**src/rtl/mips_pkg.sv**
```systemverilog
// Shared MIPS-32 decode definitions: opcodes, format
// and ALU-op encodings, control bundle, immediate extender.
package mips_pkg;

  localparam logic [5:0] OP_RTYPE = 6'h00;
  localparam logic [5:0] OP_J     = 6'h02;
  localparam logic [5:0] OP_JAL   = 6'h03;
  localparam logic [5:0] OP_BEQ   = 6'h04;
  localparam logic [5:0] OP_BNE   = 6'h05;
  localparam logic [5:0] OP_ADDI  = 6'h08;
  localparam logic [5:0] OP_SLTI  = 6'h0A;
  localparam logic [5:0] OP_ANDI  = 6'h0C;
  localparam logic [5:0] OP_ORI   = 6'h0D;
  localparam logic [5:0] OP_LUI   = 6'h0F;
  localparam logic [5:0] OP_LW    = 6'h23;
  localparam logic [5:0] OP_SW    = 6'h2B;

  typedef enum logic [1:0] {
    FMT_R   = 2'b00,
    FMT_I   = 2'b01,
    FMT_J   = 2'b10,
    FMT_ILL = 2'b11
  } fmt_e;

  typedef enum logic [1:0] {
    ALU_ADD   = 2'b00,
    ALU_SUB   = 2'b01,
    ALU_FUNCT = 2'b10,
    ALU_OPC   = 2'b11
  } aluop_e;

  typedef struct packed {
    fmt_e   fmt;
    aluop_e alu_op;
    logic   reg_dst;
    logic   alu_src;
    logic   mem_to_reg;
    logic   reg_write;
    logic   mem_read;
    logic   mem_write;
    logic   branch;
    logic   branch_ne;
    logic   jump;
    logic   link;
    logic   illegal;
  } ctrl_t;

  // Logic immediates are unsigned; lui places imm in the upper half.
  function automatic logic [31:0] ext_imm(
    input logic [5:0]  op,
    input logic [15:0] imm
  );
    logic [31:0] r;
    if (op == OP_ANDI || op == OP_ORI)
      r = {16'h0, imm};
    else if (op == OP_LUI)
      r = {imm, 16'h0};
    else
      r = {{16{imm[15]}}, imm};
    return r;
  endfunction

endpackage

```
**src/rtl/decod_ctrl.sv**
```systemverilog
// Main control decode: opcode to strobes, format
// and illegal flag. Purely combinational.
module decod_ctrl
  import mips_pkg::*;
(
  input  logic [5:0] opcode,
  output ctrl_t      ctrl
);

  always_comb begin
    ctrl = '0;
    unique case (1'b1)
      (opcode == OP_RTYPE): begin
        ctrl.fmt       = FMT_R;
        ctrl.reg_dst   = 1'b1;
        ctrl.reg_write = 1'b1;
        ctrl.alu_op    = ALU_FUNCT;
      end
      (opcode == OP_LW): begin
        ctrl.fmt        = FMT_I;
        ctrl.alu_src    = 1'b1;
        ctrl.mem_to_reg = 1'b1;
        ctrl.reg_write  = 1'b1;
        ctrl.mem_read   = 1'b1;
        ctrl.alu_op     = ALU_ADD;
      end
      (opcode == OP_SW): begin
        ctrl.fmt       = FMT_I;
        ctrl.alu_src   = 1'b1;
        ctrl.mem_write = 1'b1;
        ctrl.alu_op    = ALU_ADD;
      end
      (opcode == OP_BEQ): begin
        ctrl.fmt    = FMT_I;
        ctrl.branch = 1'b1;
        ctrl.alu_op = ALU_SUB;
      end
      (opcode == OP_BNE): begin
        ctrl.fmt       = FMT_I;
        ctrl.branch    = 1'b1;
        ctrl.branch_ne = 1'b1;
        ctrl.alu_op    = ALU_SUB;
      end
      (opcode == OP_ADDI): begin
        ctrl.fmt       = FMT_I;
        ctrl.alu_src   = 1'b1;
        ctrl.reg_write = 1'b1;
        ctrl.alu_op    = ALU_ADD;
      end
      (opcode == OP_SLTI || opcode == OP_ANDI ||
       opcode == OP_ORI  || opcode == OP_LUI): begin
        ctrl.fmt       = FMT_I;
        ctrl.alu_src   = 1'b1;
        ctrl.reg_write = 1'b1;
        ctrl.alu_op    = ALU_OPC;
      end
      (opcode == OP_J): begin
        ctrl.fmt  = FMT_J;
        ctrl.jump = 1'b1;
      end
      (opcode == OP_JAL): begin
        ctrl.fmt       = FMT_J;
        ctrl.jump      = 1'b1;
        ctrl.link      = 1'b1;
        ctrl.reg_write = 1'b1;
      end
      default: begin
        ctrl.fmt     = FMT_ILL;
        ctrl.illegal = 1'b1;
      end
    endcase
  end

endmodule

```
**src/rtl/decodificador.sv**
```systemverilog
// Registered MIPS-32 decoder: field slicing, immediate
// extension and main control, one cycle of latency.
module decodificador
  import mips_pkg::*;
(
  input  logic        clk,
  input  logic        rst_n,
  input  logic        instr_valid,
  input  logic [31:0] instrucao,
  output logic        valid,
  output logic [5:0]  opcode,
  output logic [4:0]  rs,
  output logic [4:0]  rt,
  output logic [4:0]  rd,
  output logic [4:0]  shamt,
  output logic [5:0]  funct,
  output logic [15:0] address,
  output logic [25:0] addressJ,
  output logic [31:0] imm_ext,
  output logic [1:0]  fmt,
  output logic        reg_dst,
  output logic        alu_src,
  output logic        mem_to_reg,
  output logic        reg_write,
  output logic        mem_read,
  output logic        mem_write,
  output logic        branch,
  output logic        branch_ne,
  output logic        jump,
  output logic        link,
  output logic [1:0]  alu_op,
  output logic        illegal
);

  ctrl_t c;
  logic  v;

  decod_ctrl u_ctrl (
    .opcode (instrucao[31:26]),
    .ctrl   (c)
  );

  assign v = instr_valid;

  always_ff @(posedge clk) begin
    if (!rst_n) begin
      valid      <= 1'b0;
      opcode     <= '0;
      rs         <= '0;
      rt         <= '0;
      rd         <= '0;
      shamt      <= '0;
      funct      <= '0;
      address    <= '0;
      addressJ   <= '0;
      imm_ext    <= '0;
      fmt        <= '0;
      reg_dst    <= 1'b0;
      alu_src    <= 1'b0;
      mem_to_reg <= 1'b0;
      reg_write  <= 1'b0;
      mem_read   <= 1'b0;
      mem_write  <= 1'b0;
      branch     <= 1'b0;
      branch_ne  <= 1'b0;
      jump       <= 1'b0;
      link       <= 1'b0;
      alu_op     <= '0;
      illegal    <= 1'b0;
    end else begin
      valid      <= v;
      opcode     <= instrucao[31:26];
      rs         <= instrucao[25:21];
      rt         <= instrucao[20:16];
      rd         <= instrucao[15:11];
      shamt      <= instrucao[10:6];
      funct      <= instrucao[5:0];
      address    <= instrucao[15:0];
      addressJ   <= instrucao[25:0];
      imm_ext    <= ext_imm(instrucao[31:26],
                            instrucao[15:0]);
      fmt        <= c.fmt;
      reg_dst    <= c.reg_dst;
      alu_src    <= c.alu_src;
      mem_to_reg <= c.mem_to_reg;
      alu_op     <= c.alu_op;
      // Side-effecting strobes are squashed on bubbles.
      reg_write  <= v & c.reg_write;
      mem_read   <= v & c.mem_read;
      mem_write  <= v & c.mem_write;
      branch     <= v & c.branch;
      branch_ne  <= v & c.branch_ne;
      jump       <= v & c.jump;
      link       <= v & c.link;
      illegal    <= v & c.illegal;
    end
  end

endmodule

```
**config.mk**
```make
export PLATFORM = sky130hd
export DESIGN_NAME = decodificador
export DESIGN_NICKNAME = d
export VERILOG_FILES = /design/src/rtl/mips_pkg.sv /design/src/rtl/decod_ctrl.sv /design/src/rtl/decodificador.sv
export SDC_FILE = /design/constraint.sdc
export NUM_CORES = 1
export LEC_CHECK = 0
export BUFFER_PORTS_ARGS = -buffer_cell sky130_fd_sc_hd__clkbuf_2
export CAP_MARGIN = 40
export CORE_ASPECT_RATIO = 0.5
export CORE_MARGIN = 1
export CORE_UTILIZATION = 39
export DETAILED_ROUTE_END_ITERATION = 16
export PLACE_DENSITY = 0.72
export REMOVE_ABC_BUFFERS = 1
export SLEW_MARGIN = 20
export SYNTH_ARGS = -nofsm -noshare
export SYNTH_HDL_FRONTEND = slang
export SYNTH_SLANG_ARGS = --single-unit
```
**constraint.sdc**
```tcl
create_clock -name clk -period 1.09 [get_ports clk]
set_input_delay 0.0545 -clock clk [delete_from_list [all_inputs] [get_ports clk]]
set_output_delay 0.0545 -clock clk [all_outputs]
set_load 0.01 [all_outputs]
```
==> flow_metrics.py <==
metrics = {
    "logic_synthesis": {
        "synth_area_per_cell_um2": 9.97,
        "synth_compound_area_share_pct": 6.03,
        "synth_top_family_by_area": "simple AND/OR/NAND/NOR gates",
        "yosys-mux-area-fraction_pct": 0.362,
        "ys_seq_area_share_pct": 58.0,
        "synth_xor_area_share_pct": 0.317,
        "yosys.area_share.simple_pct": 20.6,
        "synth-seq-cells": 80,
        "synth.area.top_cells": "dfxtp_1, buf_4, and2_1, nand2_1, a21oi_1",
        "syn-cell-area_um2": 2760,
        "syn_inst": 277,
        "postSynth.asyncResetShare_pct": 0,
        "post_synth_fa_ha_maj_area_fraction_pct": 0,
        "synth_warnings": 0,
        "ys_types": 31,
        "ys.flop_type": "dfxtp_1",
        "yosysTopAreaCellShare_pct": 58.0,
        "yosys.area.top_type": "dfxtp_1",
        "synth_edf_count": 0,
    },
    "layout": {
        "final_cell_area_um2": 4050,
        "regMostFlops": "imm_ext",
        "layout_common_cells": "clkbuf_2, dfxtp_1, and2_1, dlygate4sd3_1, nand2_1",
        "top_regs": "imm_ext: 32 flops, opcode: 6 flops",
        "syn2layout_area_growth_pct": 46.5,
        "drive_gt1_share_pct": 44.7,
        "largest_reg_flops": 32,
        "nets": 472,
        "antenna_cells": 0,
        "final_common_cell": "clkbuf_2",
    },
    "floorplanning": {
        "fp.dieArea_um2": 7440,
        "boundaryPins": 157,
        "die_h_um": 61.5,
        "core-area_um2": 6750,
        "rows": 21,
        "die_w_um": 121,
        "start_util_pct": 40.9,
    },
    "clocking": {
        "clockBufferDepth": 2,
        "htree_levels": 3,
        "cts_tree": "built",
        "cts_sinks": 80,
        "cts-buffers-inserted": 9,
        "cts_setup_buffers": 0,
        "cts.reportedPaths.clkPinSlew_ns": 0.06,
        "cts_root_buffer": "clkbuf_16",
    },
    "worst_setup_path": {
        "path_delay_family": "buffers and inverters",
        "crit_path_start_kind": "primary input",
        "crit_path_cell_trace": "dlygate4sd3_1 -> clkbuf_2 -> nand2_1 -> nor2_1 -> nand4_1 -> nor3_2",
        "path_max_fanout": 3,
        "slowest_stage": "dlygate4sd3_1",
        "crit_arrival_ns": 1.26,
        "crit_buf_inv": 2,
        "slowest_delay_ns": 0.53,
        "crit_type": "primary input to flip-flop",
        "critical_path_required_ns": 1.34,
        "critPathCaptureType": "flip-flop",
    },
    "power": {
        "power.internal_w": 0.00557,
        "powerDensity_nw_per_um2": 1750,
        "p_sw_share_pct": 21.3,
        "leakage_nw": 2.02,
        "ir_worst_vdd_v": 0.000992,
        "p_clk_share_pct": 44.5,
        "p_switching_w": 0.00151,
        "pwr-share-seq_pct": 44.1,
        "combPwrFrac_pct": 11.3,
    },
    "detailed_routing": {
        "vias_per_cell": 4.34,
        "wl_um": 6530,
        "route.detailed.drc": 0,
        "vias": 2315,
        "wire_per_inst_um": 12.3,
        "ant_nets": 0,
        "dr.first_iter.drc_count": 84,
        "drtPass1Iterations": 4,
    },
    "placement": {
        "postPlaceCellArea_um2": 3440,
        "place.gp.congestion": 0.801,
        "port_buffers": 156,
        "dp_hpwl_um": 4540,
        "dp_worst_setup_slack_ns": -0.0446,
    },
    "sta": {
        "finalSetupViolCount": 0,
        "tightestPinTransition_ns": 0.543,
        "fin_crit_sh_pct": 92.6,
        "setup_slack_ns": 0.0804,
        "slew_viol_final": 0,
        "maxSlewHeadroom_pct": 63.8,
        "layout_min_cycle_time_ns": 1.01,
        "timing.fmax_mhz": 990,
        "hold_viol": 0,
    },
    "global_routing": {
        "first_global_vias": 2036,
        "grt_usage_pct": 17.1,
        "grt_pass1_wl_um": 9630,
        "grt_max_degree": 20,
        "antenna_found_initial": 0,
        "grt-ovfl-total": 0,
    },
    "job": {
        "drv_cap": 0,
    },
    "hold_path": {
        "hold_path.class": "primary input to flip-flop",
    },
    "run_status": {
        "status": "finished clean",
    },
}
==> cell families after synthesis <==
| group | after synthesis |
|---|---|
| buffers and inverters | 61 |
| AOI/OAI and AO/OA | 29 |
| and+or+nand+nor | 105 |
| xor gates and xnor gates | 1 |
| DFF | 80 |
| muxes | 1 |
==> final timing paths <==
kind,from,endpoint,cells past startpoint
setup / recovery,instr_valid,mem_write,6
hold / removal,instrucao[26],mem_to_reg,3
==> cell usage after synthesis, types with 2 or more instances <==
library cell,instances
a21oi_1,19
buf_4,44
and2_1,46
inv_1,5
dfxtp_1,80
nand2b_1,2
nand2_1,26
nand3_1,2
nor2_1,13
a211oi_1,2
buf_2,3
nand4_1,3
nor2b_1,2
o21ai_0,3
nor3_1,5
clkbuf_1,7
==> per-layer routing <==
layer,routed length (µm),vias up,share of wire [%],global-route usage [%]
met4,126,0,1.9,9.52
met5,0,-,0,0
met1,2580,1089,39,18.2
met2,3620,59,55,33.2
met3,210,11,3.2,3.33
li1,-,1156,-,-
==> area by class of cell <==
cell class                      count  area [µm²]
Fill cell                         561        2710
Inverter                            5        18.8
Clock buffer                       12         256
Tap cell                           92         115
Clock inverter                      3        65.1
Timing Repair Buffer              205        1230
Sequential cell                    80        1600
Multi-Input combinational cell    136         758
==> timing repair <==
| item | in CTS | in global routing |
|---|---|---|
| endpoints found under the setup margin | 0 | 1 |
| endpoints found under the hold margin | 58 | 0 |
| hold buffers | 28 | 0 |
| resized for setup | 0 | 1 |
==> stage by stage <==
stage	utilization [%]	setup TNS, ns	hold WS [ns]	instances	total power, W
floorplan	-	-2.98	0.131	221	0.00347
global placement	50.9	-0.666	0.260	490	0.00389
detailed placement	50.9	-0.931	0.264	490	0.00391
CTS	59.8	0	0.0137	533	0.00713
global route	59.9	-0.0127	0.0286	533	0.00736
finish	59.9	0	0.0257	533	0.00708
==> power by group through the flow <==
stage	combinational, W	sequential (W)	clock (W)
2_1_floorplan	0.000157	0.00331	0
3_3_place_gp	0.000709	0.00318	0
3_5_place_dp	0.000715	0.00319	0
4_1_cts	0.000798	0.00313	0.00320
5_1_grt	0.000876	0.00314	0.00334
6_report	0.000801	0.00313	0.00315
(Power assumes the default switching activity.)
